==> src/rtl/shift_add_multiplier.sv <==
// shift_add_multiplier: sequential 5x5 unsigned multiplier.
// One partial-product add per clock through a 5-bit halfAdder/fullAdder
// ripple chain; the result is ready 5 clocks after start is accepted.
//
// Ports:
//   clk_i      rising-edge clock
//   reset_i    synchronous active-high reset
//   start_i    request a multiply (accepted only when not busy)
//   a_i[4:0]   multiplicand, sampled on the accepting edge
//   b_i[4:0]   multiplier, sampled on the accepting edge
//   busy_o     high while the operation is iterating
//   done_o     one-cycle pulse, product_o valid while high
//   product_o  registered a*b, held until the next final iteration

module halfAdder (
  input  logic a_i,
  input  logic b_i,
  output logic s_o,
  output logic c_o
);
  assign s_o = a_i ^ b_i;
  assign c_o = a_i & b_i;
endmodule

module fullAdder (
  input  logic a_i,
  input  logic b_i,
  input  logic cin_i,
  output logic s_o,
  output logic cout_o
);
  logic s1_s, c1_s, c2_s;

  halfAdder u_ha0 (.a_i(a_i),  .b_i(b_i),   .s_o(s1_s), .c_o(c1_s));
  halfAdder u_ha1 (.a_i(s1_s), .b_i(cin_i), .s_o(s_o),  .c_o(c2_s));

  assign cout_o = c1_s | c2_s;
endmodule

module shift_add_multiplier (
  input  logic       clk_i,
  input  logic       reset_i,
  input  logic       start_i,
  input  logic [4:0] a_i,
  input  logic [4:0] b_i,
  output logic       busy_o,
  output logic       done_o,
  output logic [9:0] product_o
);

  typedef enum logic [1:0] {
    ST_IDLE = 2'd0,
    ST_RUN  = 2'd1,
    ST_DONE = 2'd2
  } state_t;

  state_t      state_q, state_d;
  logic [4:0]  m_q, m_d;
  // The top bit of the 6-bit partial high half is always zero after the
  // right shift, so only its lower five bits are stored.
  logic [4:0]  acc_q, acc_d;
  logic [4:0]  q_q, q_d;
  logic [2:0]  cnt_q, cnt_d;
  logic [9:0]  product_q, product_d;
  logic        busy_q, busy_d;
  logic        done_q, done_d;

  logic [4:0]  add_b_s;
  logic [4:0]  sum_s;
  logic [5:0]  carry_s;

  // Multiplicand gated by the current multiplier LSB.
  assign add_b_s    = q_q[0] ? m_q : 5'b00000;
  assign carry_s[0] = 1'b0;

  genvar gi;
  generate
    for (gi = 0; gi < 5; gi++) begin : g_rca
      fullAdder u_fa (
        .a_i   (acc_q[gi]),
        .b_i   (add_b_s[gi]),
        .cin_i (carry_s[gi]),
        .s_o   (sum_s[gi]),
        .cout_o(carry_s[gi+1])
      );
    end
  endgenerate

  // Next-state and datapath update.
  always_comb begin
    state_d   = state_q;
    m_d       = m_q;
    acc_d     = acc_q;
    q_d       = q_q;
    cnt_d     = cnt_q;
    product_d = product_q;

    case (state_q)
      ST_IDLE, ST_DONE: begin
        if (start_i) begin
          m_d     = a_i;
          q_d     = b_i;
          acc_d   = 5'b00000;
          cnt_d   = 3'd0;
          state_d = ST_RUN;
        end else begin
          state_d = ST_IDLE;
        end
      end
      ST_RUN: begin
        // {acc, q} <= {0, cout, sum, q[4:1]}
        acc_d = {carry_s[5], sum_s[4:1]};
        q_d   = {sum_s[0], q_q[4:1]};
        cnt_d = cnt_q + 3'd1;
        if (cnt_q == 3'd4) begin
          product_d = {carry_s[5], sum_s, q_q[4:1]};
          state_d   = ST_DONE;
        end else begin
          state_d = ST_RUN;
        end
      end
      default: begin
        state_d = ST_IDLE;
      end
    endcase

    busy_d = (state_d == ST_RUN);
    done_d = (state_d == ST_DONE);
  end

  // State and datapath registers with synchronous reset.
  always_ff @(posedge clk_i) begin
    if (reset_i) begin
      state_q   <= ST_IDLE;
      m_q       <= 5'b00000;
      acc_q     <= 5'b00000;
      q_q       <= 5'b00000;
      cnt_q     <= 3'd0;
      product_q <= 10'd0;
      busy_q    <= 1'b0;
      done_q    <= 1'b0;
    end else begin
      state_q   <= state_d;
      m_q       <= m_d;
      acc_q     <= acc_d;
      q_q       <= q_d;
      cnt_q     <= cnt_d;
      product_q <= product_d;
      busy_q    <= busy_d;
      done_q    <= done_d;
    end
  end

  assign busy_o    = busy_q;
  assign done_o    = done_q;
  assign product_o = product_q;

endmodule
==> config.mk <==
export PLATFORM = sky130hd
export DESIGN_NAME = shift_add_multiplier
export DESIGN_NICKNAME = d
export VERILOG_FILES = /design/src/rtl/shift_add_multiplier.sv
export SDC_FILE = /design/constraint.sdc
export NUM_CORES = 1
export LEC_CHECK = 0
export ABC_AREA = 1
export CELL_PAD_IN_SITES_DETAIL_PLACEMENT = 0
export CELL_PAD_IN_SITES_GLOBAL_PLACEMENT = 1
export CORE_UTILIZATION = 41
export CTS_CLUSTER_DIAMETER = 100
export DETAILED_ROUTE_END_ITERATION = 10
export PLACE_DENSITY = 0.8
export SYNTH_ARGS = -nofsm -noshare
export SYNTH_HDL_FRONTEND = slang
export SYNTH_SLANG_ARGS = --single-unit
==> constraint.sdc <==
create_clock -name clk_i -period 6.5 [get_ports clk_i]
set_input_delay 0.975 -clock clk_i [delete_from_list [all_inputs] [get_ports clk_i]]
set_output_delay 0.975 -clock clk_i [all_outputs]
set_load 0.05 [all_outputs]
# Yosys cells after proc, flatten, opt, wreduce, memory -nomap -nowiden
# Index checks and enable logic that the tools add are counted.
[classes]
n_addsub = 1
eq_ne = 6
mux = 10
bitwise = 22
reduce_logical = 6
[ops]
columns = ["cell", "count"]
rows = [
  ["5-bit one-hot mux with 2 select lines", 2],
  ["5-bit 2-to-1 mux", 3],
  ["1-bit AND", 9],
  ["1-bit bitwise XOR", 9],
  ["3-bit one-hot mux with 2 select lines", 1],
  ["2-bit AND reduction", 3],
  ["2-bit by 1-bit equality test with 1-bit output, second input constant", 2],
  ["2-bit equality test, second input constant", 2],
  ["1-bit bitwise OR", 4],
  ["2-bit one-hot mux with 2 select lines", 1],
  ["3-bit by 1-bit adder with 3-bit output, second input constant", 1],
  ["3-bit equality test, second input constant", 1],
  ["3-bit 2-to-1 mux", 1],
  ["2-bit logical NOT", 1],
  ["2-bit 2-to-1 mux", 1],
  ["2-bit inequality test, second input constant", 1],
  ["2-bit nonzero test", 1],
  ["2-bit OR reduction", 1],
  ["1-bit 2-to-1 mux", 1],
]
[word_totals]
reg_bits = 32
elab_cells = 53

# Depth between registers and ports, before layout
# Gate-level depths: netlist of the first run.
[logic_depth]
ltp_word = 11
ltp_mapped = 13
mapped_depth_nobuf = 13

# By module
# From an unflattened synthesis of the first run, not the netlist that was laid out.
[unflattened]
hier_cells = 208
area_unflattened_um2 = 1606.5
[modules_own_cells]
columns = ["module", "n_inst", "cells_per_inst", "area_per_inst_um2", "seq_area_each_um2"]
rows = [
  ["shift_add_multiplier", 1, 183, 1425.1, 640.6],
  ["halfAdder", 10, 1, 12.5, 0.0],
  ["fullAdder", 5, 3, 11.3, 0.0],
]

# Worst setup path after synthesis of the first run
# Ideal clock, no wire load.
[synth_timing]
kind = "register to register"
start = "reg q_q[0]"
end = "reg acc_q[3]"
setup_ps = 120
arrival_time_ps = 2252
required_ps = 6380
setup_slack_ps = 4128
stages_incl_launch_ff = 14
n_path_buf = 0
period_less_slack_ps = 2372
path_cell_list = "dfxtp_1 -> nand2_1 -> inv_1 -> ha_1 -> inv_1 -> fa_1 -> fa_1 -> inv_1 -> fa_1 -> inv_1 -> fa_1 -> inv_1 -> nand2_1 -> a21oi_1"
[synth_between]
elab_chain_cells = 10
word_cells_on_any_way = 17
classes_between = "mux (2); bitwise (15)"
[synth_rtl]
columns = ["element", "line", "source"]
rows = [
  ["start: declaration", "62", "logic [4:0] q_q, q_d;"],
  ["start signal: assignment", "146", "q_q <= q_d;"],
  ["5-bit 2-to-1 mux (*)", "73", "assign add_b_s = q_q[0] ? m_q : 5'b00000;"],
  ["1-bit bitwise XOR or 1-bit AND (tied branches)", "21, 22", ""],
  ["1-bit AND", "22", "assign c_o = a_i & b_i;"],
  ["1-bit bitwise OR", "37", "assign cout_o = c1_s | c2_s;"],
  ["1-bit AND", "22", ""],
  ["1-bit bitwise OR", "37", ""],
  ["1-bit AND", "22", ""],
  ["1-bit bitwise OR", "37", ""],
  ["1-bit bitwise XOR (*)", "21", "assign s_o = a_i ^ b_i;"],
  ["5-bit one-hot mux with 2 select lines (*)", "98", "case (state_q)"],
  ["end signal: assignment", "136", "acc_q <= 5'b00000;"],
  ["end signal: assignment", "145", "acc_q <= acc_d;"],
  ["end: declaration", "61", "logic [4:0] acc_q, acc_d;"],
]
# Mark *: on every way between the ends. The rest lies on a longest branch, timed or not.
# A chain may end at the register's enable or synchronous reset.

# Final worst setup path of the first run
# Same ends and word-level chain as after synthesis.

==> flow_summary_export.csv, run 1 <==
group,metric,value,unit
worst_hold_path,min_from,"m_q[0]",
synth,ys_warn_count,0,
clocking,insertion_delay,0.29,ns
global_route,grt_pass1_vias,1127,
clocking,cts_resized,0,
synth,synth_flop_cell,"dfxtp_1",
cells_and_area,syn_to_final_growth,22.2,%
synth,ys_seq_elements,32,
clocking,numCtsBuffers,5,
clocking,clockBufferDepth,2,
placement,portBuffers,24,
cells_and_area,drive_gt1_frac,0.124,
synth,ys_types,24,
global_route,grt_start_max_net_pins,24,
global_route,overflow,0,
clocking,hold_buffers,0,
routing,drcViolationCount,0,
floorplanning,top_level_ports,25,
cells_and_area,antenna_cells,0,
critical_path,arrival,2.89,ns
critical_path,startpoint_type,"flop",
clocking,postCtsSetupBuffers,0,
routing,drt_first_iter_violations,34,
floorplanning,start_util,0.443,
global_route,grt_usage,0.164,
synth,avgSynthCellArea,8.16,µm²
power_and_ir_drop,leakage,0.790,nW
synth,synth_cells,187,
cells_and_area,finalInstanceArea,1860,µm²
routing,viasPerCell,4.77,
clocking,cts_root_buf,"clkbuf_8",
floorplanning,die-area,3970,µm²
clocking,htree_levels,2,
placement,place_hpwl,2130,µm
critical_path,worstPathRequired,6.72,ns
synth,synth_edf_count,0,
critical_path,critPathLaunch,"q_q[0]",
synth,ys_async_sr_fraction,0,
synth,synthesis.area,1530,µm²
routing,ant_nets,0,
critical_path,r2r_start,"q_q[0]",
timing,setup_viol,0,
clocking,path_clk_slew,0.07,ns
critical_path,path_max_fanout,6,
routing,via_count,1221,
floorplanning,dieHeight,63.0,µm
floorplanning,fp.dieW,63.0,µm
clocking,cts_tree,"done",
power_and_ir_drop,powerDensity,254,nW/µm²
routing,wl_per_cell,11.8,µm
timing,final.setup.tns,0,ns
routing,wirelength,3010,µm
floorplanning,core-area,3440,µm²
clocking,cts.sinks,32,
timing,min_period_over_period,0.411,
routing,drt_first_pass_iters,4,
power_and_ir_drop,ir_worst_vdd,0.139,mV
cells_and_area,fin_nets,229,
critical_path,end_kind,"flop",
timing,max_freq,0.374,GHz
floorplanning,num_rows,21,
worst_hold_path,min_path_type,"reg -> reg",
timing,slew_viol_final,0,
global_route,antenna_found_initial,0,
synth,yosysSeqAreaShare,0.420,
timing,fin_crit,2.67,ns
timing,grt_setup_unrepaired,"no",
timing,hold_violations,0,
job,maxCapViolations,0,
global_route,grt_pass1_wl,4990,µm
placement,place_area,1740,µm²
timing,worst_clock_skew,0.00976,ns
synth,synth_nets,207,
placement,gp_congestion,0.715,
timing,max-slew-margin-rel,0.664,
timing,worstMarginPinSlew,0.502,ns
outcome,outcome,"finished, final reports clean",
critical_path,critical_path_class,"reg -> reg",
synth_stat cells (3+ instances only):
cell type | n | area [µm²]
inv_1 | 28 | 105
nand2_1 | 27 | 101
ha_1 | 3 | 37.5
buf_6 | 4 | 45.0
o21ai_2 | 8 | 70.1
dfxtp_1 | 32 | 641
nor3_1 | 4 | 20.0
o21ai_0 | 9 | 45.0
fa_1 | 4 | 80.1
nor2_1 | 21 | 78.8
a21oi_1 | 9 | 45.0
nand3_1 | 22 | 110
stage by stage:
step                      instances  hold slack, ns  total power [mW]   util  setup WS (ns)
after CTS                       256           0.486             0.474  0.542           3.81
after global placement          248           0.460             0.264  0.505           3.90
after global routing            256           0.497             0.491  0.542           3.71
after detailed placement        248           0.473             0.265  0.505           3.82
after floorplan                 187           0.447             0.254      -           4.13
final                           256           0.484             0.473  0.542           3.83
critical path, cell delays in order (launching register included):
cell     delay [ns]
dfxtp_1        0.42
nand2_1        0.08
inv_1          0.08
ha_1           0.14
inv_1          0.05
fa_1           0.38
fa_1           0.38
inv_1          0.08
fa_1           0.17
inv_1          0.05
fa_1           0.49
inv_1          0.08
nand2_1        0.05
a21oi_1        0.16
worst paths after layout:
kind	to	slack (ns)	cells past startpoint
worst max register to register	acc_q[3]	3.83	13
worst max-delay path	acc_q[3]	3.83	13
worst min-delay path	m_q[0]	0.48	2
worst min register to register	m_q[0]	0.48	2
state kept, by name, indices dropped and copies added, names as in the netlist:
register and cells:
busy_o 1, product_o 10, done_o 1, acc_q 5
state_q 2, q_q 5, m_q 5, cnt_q 3
kinds of logic after synthesis:
group / count (synthesis) / synth area share
simple gates: 82 / 0.263
buf+inv: 40 / 0.135
flops: 32 / 0.420
compound gates: 26 / 0.105
fa+ha+maj: 7 / 0.0771
cell usage in the layout (no fill, tap or decap):
| cell | count |
|---|---|
| dfxtp_1 | 32 |
| inv_1 | 28 |
| nand2_1 | 27 |
| clkdlybuf4s50_1 | 24 |
| nand3_1 | 22 |
| nor2_1 | 21 |
| o21ai_0 | 9 |
| a21oi_1 | 9 |
| o21ai_2 | 8 |
| clkbuf_8 | 7 |
| nor3_1 | 4 |
| fa_1 | 4 |
| ha_1 | 3 |
| inv_4 | 2 |
| nor2_4 | 2 |
| nand2_8 | 1 |
| inv_2 | 1 |
| nand2_2 | 1 |
| nand4_2 | 1 |
| nand2_4 | 1 |
| nand3_2 | 1 |
| nand3b_1 | 1 |
| bufinv_16 | 1 |
power by group:
part | internal (mW) | switching, mW
Sequential | 0.204 | 0.00589
Clock | 0.135 | 0.0777
Combinational | 0.0197 | 0.0306
layout make-up:
class                      count  area, µm²
fill                         343       1580
inverter                      31        121
tap                           46       57.6
timing repair buffer          24        240
multi-input combinational    115        678
clock buffer                   7       96.3
clock inverter                 1       30.0
sequential                    32        641
per-layer routing:
metal / global-route usage / wire [µm] / part of all wire / vias to the layer above
met1: 0.203 / 1460 / 0.49 / 558
li1: - / - / - / 625
met3: 0.0401 / 152 / 0.050 / 5
met5: 0 / 0 / 0 / -
met4: 0.0698 / 40 / 0.013 / 0
met2: 0.267 / 1360 / 0.45 / 33
Note: power is estimated with default switching activity, not from simulation.
==> inputs of run 2 (changes only) <==
Settings changed: CORE_UTILIZATION 41 to 38, PLACE_DENSITY 0.8 to 0.75.
Clock period 6.5 ns to 2.5 ns, I/O delays scaled along.
==> flow_summary_export.csv, run 2 (synthesized netlist as in run 1, its figures left out) <==
group,metric,value,unit
routing,ant_nets,0,
power_and_ir_drop,ir_worst_vdd,0.281,mV
floorplanning,start_util,0.407,
cells_and_area,final_cell_mix,"dfxtp_1 (30), nand2_1 (27), inv_1 (26), clkdlybuf4s50_1 (24), nand3_1 (22)",
critical_path,slowest_delay,0.55,ns
timing,worstMarginPinSlew,0.501,ns
critical_path,r2r_start,"m_q[0]",
timing,worst_clock_skew,0.00612,ns
clocking,cts_tree,"done",
global_route,grt_pass1_vias,1178,
floorplanning,core-area,3740,µm²
routing,wirelength,3080,µm
timing,max_freq,0.419,GHz
timing,fin_crit,2.39,ns
global_route,grt_pass1_wl,5480,µm
outcome,outcome,"finished, final reports clean",
timing,grt_setup_unrepaired,"no",
clocking,cts.sinks,32,
routing,viasPerCell,4.73,
critical_path,cp_slowest_cell,"fa_1",
routing,drcViolationCount,0,
critical_path,worstPathRequired,2.68,ns
global_route,antenna_found_initial,0,
clocking,insertion_delay,0.28,ns
cells_and_area,fin_nets,234,
routing,wl_per_cell,11.7,µm
critical_path,startpoint_type,"flop",
job,maxCapViolations,0,
critical_path,arrival,2.56,ns
placement,place_hpwl,2090,µm
routing,drt_first_iter_violations,84,
cells_and_area,syn_to_final_growth,22.6,%
cells_and_area,final_common_cell,"dfxtp_1",
floorplanning,num_rows,22,
critical_path,regToRegEndpoint,"acc_q[3]",
critical_path,end_kind,"flop",
floorplanning,top_level_ports,25,
timing,slew_viol_final,0,
routing,via_count,1239,
cells_and_area,drive_gt1_frac,0.173,
timing,final.setup.tns,0,ns
placement,numPlacedInstances,253,
timing,max-slew-margin-rel,0.665,
timing,hold_violations,0,
floorplanning,fp.dieW,65.4,µm
cells_and_area,antenna_cells,0,
clocking,numCtsBuffers,5,
cells_and_area,fill_cells,390,
worst_hold_path,min_from,"product_o[0]",
critical_path,critical_path_class,"reg -> reg",
clocking,htree_levels,2,
timing,final.setup.worst_slack,0.112,ns
placement,portBuffers,24,
timing,setup_viol,0,
clocking,clockBufferDepth,2,
routing,drt_first_pass_iters,4,
floorplanning,die-area,4270,µm²
timing,min_period_over_period,0.955,
worst_hold_path,hold_path_depth,2,
critical_path,path_max_fanout,2,
cells_and_area,layoutNonFillerInstCount,262,
clocking,path_clk_slew,0.06,ns
placement,place_ws,0.0717,ns
worst_hold_path,min_path_type,"reg -> reg",
critical_path,cp_cell_sequence,"nand2_1, inv_1, ha_1, inv_1, fa_2, fa_2, inv_2, fa_2, inv_2, fa_1, inv_1, nand2_1, a21oi_2",
global_route,grt_usage,0.170,
power_and_ir_drop,powerDensity,564,nW/µm²
critical_path,reg2reg_depth,13,
critical_path,regToRegSetupSlack,0.11,ns
worst_hold_path,whs_endpoint,"product_o[0]",
placement,gp_congestion,0.736,
global_route,grt_start_max_net_pins,24,
power_and_ir_drop,leakage,0.789,nW
cells_and_area,largest_reg_flops,10,
clocking,cts_root_buf,"clkbuf_8",
global_route,overflow,0,
floorplanning,dieHeight,65.4,µm
-- run 2: changes by cell type in the layout (fill, tap and decap cells not counted), sizes merged --
| cell | previous run | this run |
|---|---|---|
| buf | 0 | 5 |
| bufinv | 1 | 0 |
| clkbuf | 7 | 6 |
| clkinv | 0 | 1 |
-- run 2: layer usage --
metal  GRT usage  vias to the layer above  part of all wire
met5           0                        -                 0
met4      0.0489                        0             0.013
met3      0.0521                        6             0.058
met1       0.204                      559              0.47
li1            -                      640                 -
met2       0.290                       34              0.46
-- run 2: area by class of cell --
type                       count  area [µm²]  share of cell area
clock buffer                   6        72.6              0.0388
clock inverter                 1        5.00             0.00268
inverter                      31         121              0.0649
multi-input combinational    115         689               0.369
sequential                    32         643               0.344
tap                           48        60.1              0.0321
timing repair buffer          29         278               0.149
-- run 2: where the power goes --
group | total (mW) | switching [mW] | leakage, nW | internal (mW)
Combinational | 0.143 | 0.0847 | 0.486 | 0.0581
Clock | 0.365 | 0.177 | 0.0410 | 0.189
Sequential | 0.546 | 0.0134 | 0.262 | 0.532
-- run 2: stage by stage --
step                      total power [mW]  hold slack (ns)   util  instance area, µm²
after floorplan                      0.660            0.447      -                1530
after CTS                             1.06            0.490  0.492                1840
after global placement               0.693            0.468  0.471                1760
final                                 1.05            0.488  0.499                1870
after global routing                  1.11            0.506  0.499                1870
after detailed placement             0.697            0.477  0.471                1760
-- run 2: worst max-delay path by stage --
stage | to | startpoint | cells past startpoint
detailed placement | acc_q[3] | m_q[0] | 13
floorplan | acc_q[3] | q_q[0] | 13
CTS | acc_q[3] | m_q[0] | 13
finish | acc_q[3] | m_q[0] | 13
global placement | acc_q[3] | m_q[0] | 13
global route | acc_q[3] | q_q[0] | 13
-- run 2: timing repair --
action | CTS | global route
endpoints found under the setup margin | 0 | 2
hold buffers | 0 | 0
gates resized for setup | 0 | 8
setup buffers | 0 | 2
-- run 2: critical path, delay by kind of cell, from the launching register on --
family	cells	cell delay (ns)
adder cells (fa/ha/maj)	5	1.54
flip-flops	1	0.32
buffers and inverters	5	0.25
AND/OR/NAND/NOR	2	0.12
AO/OA/AOI/OAI	1	0.05
